$ cat src/rtl/ex_muldiv_sequencer.sv
// Iterative multiply / signed divide / signed remainder engine for the EX stage.
// Shift-add multiplier and restoring divider, one iteration per cycle over
// DATA_W cycles, followed by a sign-fix cycle and a single-cycle done pulse.
module ex_muldiv_sequencer #(
    parameter int unsigned DATA_W = 32
) (
    input  logic              clk,
    input  logic              rst_n,
    input  logic              start,
    input  logic              isMul,
    input  logic              isDiv,
    input  logic              isMod,
    input  logic [DATA_W-1:0] op1,
    input  logic [DATA_W-1:0] op2,
    input  logic              flush,
    output logic              busy,
    output logic              stall,
    output logic              done,
    output logic [DATA_W-1:0] result
);

    localparam int unsigned CNT_W = (DATA_W > 1) ? $clog2(DATA_W) : 1;

    typedef enum logic [1:0] {
        IDLE  = 2'd0,
        CALC  = 2'd1,
        FIXUP = 2'd2,
        DONE  = 2'd3
    } state_t;

    state_t              state_q, state_d;
    logic [CNT_W-1:0]    cnt_q, cnt_d;
    logic                is_mul_q, is_mul_d;
    logic                is_div_q, is_div_d;
    logic                sgn1_q, sgn1_d;
    logic                sgn2_q, sgn2_d;
    logic                div0_q, div0_d;
    // a: multiplicand (mul) or dividend shifting out / quotient shifting in (div)
    logic [DATA_W-1:0]   a_q, a_d;
    // b: multiplier (mul) or divisor magnitude (div)
    logic [DATA_W-1:0]   b_q, b_d;
    logic [DATA_W-1:0]   acc_q, acc_d;
    logic [DATA_W:0]     rem_q, rem_d;
    logic [DATA_W-1:0]   result_q, result_d;

    logic                accept;
    logic [DATA_W:0]     rem_sh;
    logic [DATA_W:0]     trial;

    assign accept = (state_q == IDLE) && start && (isMul || isDiv || isMod) && !flush;
    assign busy   = (state_q == CALC) || (state_q == FIXUP);
    assign stall  = accept || busy;
    assign done   = (state_q == DONE);
    assign result = result_q;

    // Next-state, datapath iteration and sign fix-up.
    always_comb begin
        state_d  = state_q;
        cnt_d    = cnt_q;
        is_mul_d = is_mul_q;
        is_div_d = is_div_q;
        sgn1_d   = sgn1_q;
        sgn2_d   = sgn2_q;
        div0_d   = div0_q;
        a_d      = a_q;
        b_d      = b_q;
        acc_d    = acc_q;
        rem_d    = rem_q;
        result_d = result_q;
        rem_sh   = '0;
        trial    = '0;

        case (state_q)
            IDLE: begin
                if (accept) begin
                    state_d  = CALC;
                    cnt_d    = CNT_W'(DATA_W - 1);
                    is_mul_d = isMul;
                    is_div_d = !isMul && isDiv;
                    sgn1_d   = op1[DATA_W-1];
                    sgn2_d   = op2[DATA_W-1];
                    div0_d   = (op2 == '0);
                    acc_d    = '0;
                    rem_d    = '0;
                    if (isMul) begin
                        a_d = op1;
                        b_d = op2;
                    end else begin
                        a_d = op1[DATA_W-1] ? -op1 : op1;
                        b_d = op2[DATA_W-1] ? -op2 : op2;
                    end
                end
            end
            CALC: begin
                if (flush) begin
                    state_d = IDLE;
                end else begin
                    if (is_mul_q) begin
                        if (b_q[0]) acc_d = acc_q + a_q;
                        a_d = a_q << 1;
                        b_d = b_q >> 1;
                    end else begin
                        rem_sh = {rem_q[DATA_W-1:0], a_q[DATA_W-1]};
                        trial  = rem_sh - {1'b0, b_q};
                        if (!trial[DATA_W]) begin
                            rem_d = trial;
                            a_d   = {a_q[DATA_W-2:0], 1'b1};
                        end else begin
                            rem_d = rem_sh;
                            a_d   = {a_q[DATA_W-2:0], 1'b0};
                        end
                    end
                    if (cnt_q == '0) state_d = FIXUP;
                    else             cnt_d   = cnt_q - 1'b1;
                end
            end
            FIXUP: begin
                if (flush) begin
                    state_d = IDLE;
                end else begin
                    state_d = DONE;
                    if (is_mul_q) begin
                        result_d = acc_q;
                    end else if (is_div_q) begin
                        if (div0_q)              result_d = '1;
                        else if (sgn1_q ^ sgn2_q) result_d = -a_q;
                        else                      result_d = a_q;
                    end else begin
                        // With a zero divisor the remainder is |op1|; restoring
                        // the dividend sign yields op1 itself, so no special case.
                        result_d = sgn1_q ? -rem_q[DATA_W-1:0] : rem_q[DATA_W-1:0];
                    end
                end
            end
            DONE: begin
                state_d = IDLE;
            end
            default: begin
                state_d = IDLE;
            end
        endcase
    end

    // State and datapath registers with asynchronous clear.
    always_ff @(posedge clk or negedge rst_n) begin
        if (!rst_n) begin
            state_q  <= IDLE;
            cnt_q    <= '0;
            is_mul_q <= 1'b0;
            is_div_q <= 1'b0;
            sgn1_q   <= 1'b0;
            sgn2_q   <= 1'b0;
            div0_q   <= 1'b0;
            a_q      <= '0;
            b_q      <= '0;
            acc_q    <= '0;
            rem_q    <= '0;
            result_q <= '0;
        end else begin
            state_q  <= state_d;
            cnt_q    <= cnt_d;
            is_mul_q <= is_mul_d;
            is_div_q <= is_div_d;
            sgn1_q   <= sgn1_d;
            sgn2_q   <= sgn2_d;
            div0_q   <= div0_d;
            a_q      <= a_d;
            b_q      <= b_d;
            acc_q    <= acc_d;
            rem_q    <= rem_d;
            result_q <= result_d;
        end
    end

endmodule

$ cat config.mk
export PLATFORM = sky130hd
export DESIGN_NAME = ex_muldiv_sequencer
export DESIGN_NICKNAME = d
export VERILOG_FILES = /design/src/rtl/ex_muldiv_sequencer.sv
export SDC_FILE = /design/constraint.sdc
export NUM_CORES = 1
export LEC_CHECK = 0
export ABC_AREA = 1
export ABC_CLOCK_PERIOD_IN_PS = 3000
export BUFFER_PORTS_ARGS = -buffer_cell sky130_fd_sc_hd__buf_2
export CORE_UTILIZATION = 40
export CTS_BUF_LIST = sky130_fd_sc_hd__clkbuf_8 sky130_fd_sc_hd__clkbuf_16
export CTS_CLUSTER_DIAMETER = 60
export DETAILED_ROUTE_END_ITERATION = 10
export PLACE_DENSITY_LB_ADDON = 0.25
export SYNTH_ARGS = -nofsm -noshare
export SYNTH_HDL_FRONTEND = slang
export SYNTH_SLANG_ARGS = --single-unit
$ cat constraint.sdc
create_clock -name clk -period 3 [get_ports clk]
set_input_delay 0.45 -clock clk [delete_from_list [all_inputs] [get_ports clk]]
set_output_delay 0.45 -clock clk [all_outputs]
set_load 0.03 [all_outputs]
# Word level (Yosys, flattened, before mapping)
# Index checks and enable logic that the tools add are counted.
[op_classes]
n_addsub = 7
eq_ne = 10
mux = 37
n_bitwise = 2
reduce_logical = 22
[ops]
columns = ["cell", "count"]
rows = [
  ["$mux W32", 22],
  ["$pmux W32 S2", 4],
  ["$neg A32 Y32", 4],
  ["$sub A33 B32 Y33", 1],
  ["$add A32 B32 Y32", 1],
  ["$logic_not A32 Y1", 1],
  ["$mux W5", 3],
  ["$ne A2 B2 Y1 const B", 6],
  ["$reduce_and A4 Y1", 3],
  ["$pmux W5 S2", 1],
  ["$mux W2", 4],
  ["$pmux W2 S4", 1],
  ["$reduce_and A2 Y1", 3],
  ["$logic_not A5 Y1", 1],
  ["$reduce_and A5 Y1", 1],
  ["$sub A5 B1 Y5 const B", 1],
  ["$eq A2 B2 Y1 const B", 2],
  ["$logic_and A1 B1 Y1", 4],
  ["$logic_or A1 B1 Y1", 4],
  ["$ne A3 B2 Y1 const B", 1],
  ["$reduce_and A3 Y1", 1],
  ["$eq A2 B1 Y1 const B", 1],
  ["$logic_not A1 Y1", 2],
  ["$logic_not A2 Y1", 1],
  ["other kinds (4)", 5],
]
[word_totals]
register_bits = 172
in_bits = 71
output_inout_bits = 35
word_cells = 90

# Depth between registers and ports, before layout
[logic_depth]
depth_word = 6
mapped_depth = 16
mapped_depth_nobuf = 16

# Worst setup path after synthesis
# No wires, ideal clock.
[synth_path]
path_kind = "reg2reg"
from = "reg a_q[31]"
to = "reg rem_q[3]"
setup_ns = 0.117
arrival_ns = 2.073
t_required_ns = 2.883
slack_ns = 0.810
path_stages_with_launch = 17
n_path_buf = 1
period_less_slack_ns = 2.190
path_cell_list = "dfrtp_1 > inv_1 > ha_1 > fa_1 > nor2_1 > o21ai_0 > nand2_1 > nand2_1 > nand2_2 > nand2_2 > nand2_2 > nand2_2 > nand2_4 > buf_6 > nand2_1 > nand3_1 > nand2_1"
[synth_between]
elab_chain_cells = 5
[synth_lines]
columns = ["element", "line", "source"]
rows = [
  ["start: declaration", "39", "logic [DATA_W-1:0] a_q, a_d;"],
  ["start signal: assignment", "154", "a_q <= '0;"],
  ["start signal: assignment", "167", "a_q <= a_d;"],
  ["$sub A33 B32 Y33", "104", "trial = rem_sh - {1'b0, b_q};"],
  ["$mux W32", "105", "if (!trial[DATA_W]) begin"],
  ["$mux W32", "98", "if (is_mul_q) begin"],
  ["$mux W32", "95", "if (flush) begin"],
  ["$pmux W32 S2", "73", "case (state_q)"],
  ["end signal: assignment", "170", "rem_q <= rem_d;"],
  ["end: declaration", "43", "logic [DATA_W:0] rem_q, rem_d;"],
]
# Every way passes these cells. The select of a mux whose other input is x is not followed.
# A chain may end at the register's enable or synchronous reset.

# Worst setup path after layout
[layout_path]
from = "reg a_q[31]"
to = "reg rem_q[24]"
# Same word-level chain as after synthesis.

==> metrics <==
Crit. Startpoint a_q[31]; reg2reg setup slack 360 ps; drt drc 0; utilization after layout 0.450; RR Startpoint a_q[31]; final wirelength roughly 56 mm; largest net degree at the start of global routing 69; DIE AREA between 40000 and 50000 um^2; Iter 0 DRT Violations 1255; fillers 4168; I/O Buffers around 110; pwr/cell area roughly 950 nW/um^2; 1st-pass router iterations 7; sequential area share after synthesis 0.270; largest area contributor in the netlist dfrtp_1; mapped cell area 15900 um^2; row cnt 72; final hold vios 0; antenna viol nets, final 0; Clk pin slew, worst setup/hold paths 80 ps; post-synth top area share 0.270; Die X about 200 um; first-pass GRT wire length slightly below 90 mm; flops & latches, synth roughly 170; Slew headroom 0.406; status finished clean; drt via density around 5.4; delay of the slowest cell on the worst path between 400 and 500 ps; I/O pins roughly 110; Synth cell types 48; period utilization 0.879; Syn Area/Cell around 6.1 um^2; critical path data required time ~3400 ps; via count about 17000; crit path max fanout 32; Syn Nets 2755; WS Path Type register to register; minimum clock period roughly 2600 ps; grt total ovfl 0; Hold Path Stages 3; Core Area between 30000 and 40000 um^2; Most used DFF post-synth dfrtp_1; fraction of layout cells with a size suffix above 1 0.0813; Initial Utilization 0.408; max_cap viols 0; Multi-input gate area around 10000 um^2; Worst Setup End Kind register; Worst Hold Path EP b_q[31]; Max H-tree Level 4; initial antenna violation count 0; deepest clock path buffer count 2; worst slew pin tran about 900 ps; Die Y a little over 200 um; worst hold start op2[31]; FF/Latch Area roughly 4300 um^2; worst r2r dst rem_q[24]; setup bufs post-CTS 0; asr flop ratio synth 1.00; Max Clock Freq approximately 380 MHz; Clock Latency Late Sink 480 ps; min-delay worst type input port to register; VDD IR-drop max 0.596 mV; synthesized instance count roughly 2600; Final HPWL DP 44.8 mm; Slew Limit Fails 0; GPL Wtd Cong between 0.9 and 1; unrepaired setup endpoints after global routing false; Post-synth EDFFs 0; Synth-to-Final Area Change 10.1%; wire per inst around 17 um; root buf cell clkbuf_16; TritonCTS clock tree yes; clock skew around 30 ps; TritonCTS Sinks ~170; R2R depth 15; Synth warnings 0; Worst EP arrival 2980 ps; slowest CP cell fa_1; Total GRT Usage 0.280; final number of setup-violating endpoints 0; n_diodes 0; nets@finish 2828; crit start category register; Leakage approximately 9.3 nW; cts bufs inserted 17; top post-synthesis cells by area dfrtp_1, nand2_1, nand3_1; final setup TNS 0 ps; worst-path cell chain inv_1 > ha_1 > fa_1 > nor2_1 > o21ai_0 > nand2_1 > nand2_1 > nand2_2 > nand2_2 > nand2_2 > nand2_2 > nand2_4 > nand2_1 > nand3_1 > nand2_1; vias in the first global route around 16000
## cell usage after synthesis, types with 5 or more instances
| cell type | count |
|---|---|
| o21ai_0 | 180 |
| buf_6 | 7 |
| ha_1 | 73 |
| xnor2_1 | 24 |
| a21oi_1 | 168 |
| inv_1 | 286 |
| nor4_1 | 7 |
| inv_2 | 5 |
| nand2_1 | 892 |
| o31ai_1 | 6 |
| o21ai_1 | 16 |
| nand3b_1 | 23 |
| nor3_1 | 33 |
| nand4_1 | 27 |
| o22ai_1 | 6 |
| nand2_2 | 12 |
| o21a_1 | 9 |
| clkbuf_1 | 41 |
| nand3_1 | 219 |
| o22ai_2 | 7 |
| buf_1 | 5 |
| o221ai_1 | 7 |
| nor2_2 | 6 |
| xor2_1 | 29 |
| buf_2 | 21 |
| nor2_1 | 254 |
| o211ai_1 | 24 |
| dfrtp_1 | 172 |
| or2_2 | 6 |
## kinds of logic after synthesis
kind of cell    after synthesis  synth area share
compound gates              446             0.156
flops                       172             0.270
buf+inv                     372            0.0935
fa+ha+maj                    75            0.0598
xor+xnor                     53            0.0291
simple gates               1491             0.392
## per-stage QoR
step	cell area [um^2]	hold WS, ps	power [mW]	cells	setup WS (ps)
2_1_floorplan	15900	154	11.1	2609	810
3_3_place_gp	17000	343	14.1	3180	481
3_5_place_dp	17000	346	14.2	3180	406
4_1_cts	17500	253	16.5	3213	373
5_1_grt	17500	277	18.0	3213	146
6_report	17500	271	16.6	3213	364
## worst max path at each step
stage	to	slack, ps
after detailed placement	rem_q[26]	410
after global placement	rem_q[6]	480
after CTS	rem_q[24]	370
after floorplan	rem_q[3]	810
after global routing	rem_q[2]	150
final	rem_q[24]	360
## metal layers
layer,vias to the layer above,track usage,wire length [um]
met3,85,0.0301,2600
met2,478,0.481,26900
met4,0,0.109,1990
met1,8034,0.359,24700
li1,8639,-,-
met5,-,0,0
## cell type report
type	instances	share of cell area
Clock buffer	18	0.0250
Clock inverter	14	0.00756
Inverter	294	0.0629
Multi-Input combinational cell	2065	0.579
Sequential cell	172	0.245
Tap cell	518	0.0369
Timing Repair Buffer	132	0.0434
## cells in the final DEF, fill, tap and decap left out, types with 7 or more instances in the layout
cell type	n
nor2_1	251
nand4_1	27
buf_2	104
o21ai_0	180
dfrtp_1	172
o22ai_2	7
xor2_1	29
o221ai_1	7
o21a_1	9
buf_4	24
nand3b_1	23
nor3_1	33
nand2_2	13
ha_1	72
o21ai_1	16
nand2_1	891
nor2_2	9
xnor2_1	24
a21oi_1	168
o211ai_1	24
clkbuf_16	17
inv_1	287
nand3_1	219
nor4_1	7
## power breakdown
group	switching (mW)	internal [mW]
clock	1.09	1.18
combinational	7.20	3.10
sequential	0.883	3.14
total	9.17	7.43
## timing repair
| item | 4_1_cts | 5_1_grt |
|---|---|---|
| hold buffers | 1 | 0 |
| resized for setup | 0 | 0 |
| hold endpoints to repair | 25 | 0 |
## registers in the layout, summed over array words and instances, names as in the netlist
signal	count
a_q	32
acc_q	32
b_q	32
cnt_q	5
div0_q	1
is_div_q	1
is_mul_q	1
rem_q	32
result	32
sgn1_q	1
sgn2_q	1
state_q	2
## critical path, delay by kind of cell (launching register included)
kind	cells	cell delay, ps
flip-flops	1	380
adder cells (fa/ha/maj)	2	680
AND/OR/NAND/NOR	11	1230
buffers and inverters	1	110
AO/OA/AOI/OAI	1	100
No activity file was read; power rests on OpenSTA's default activity.
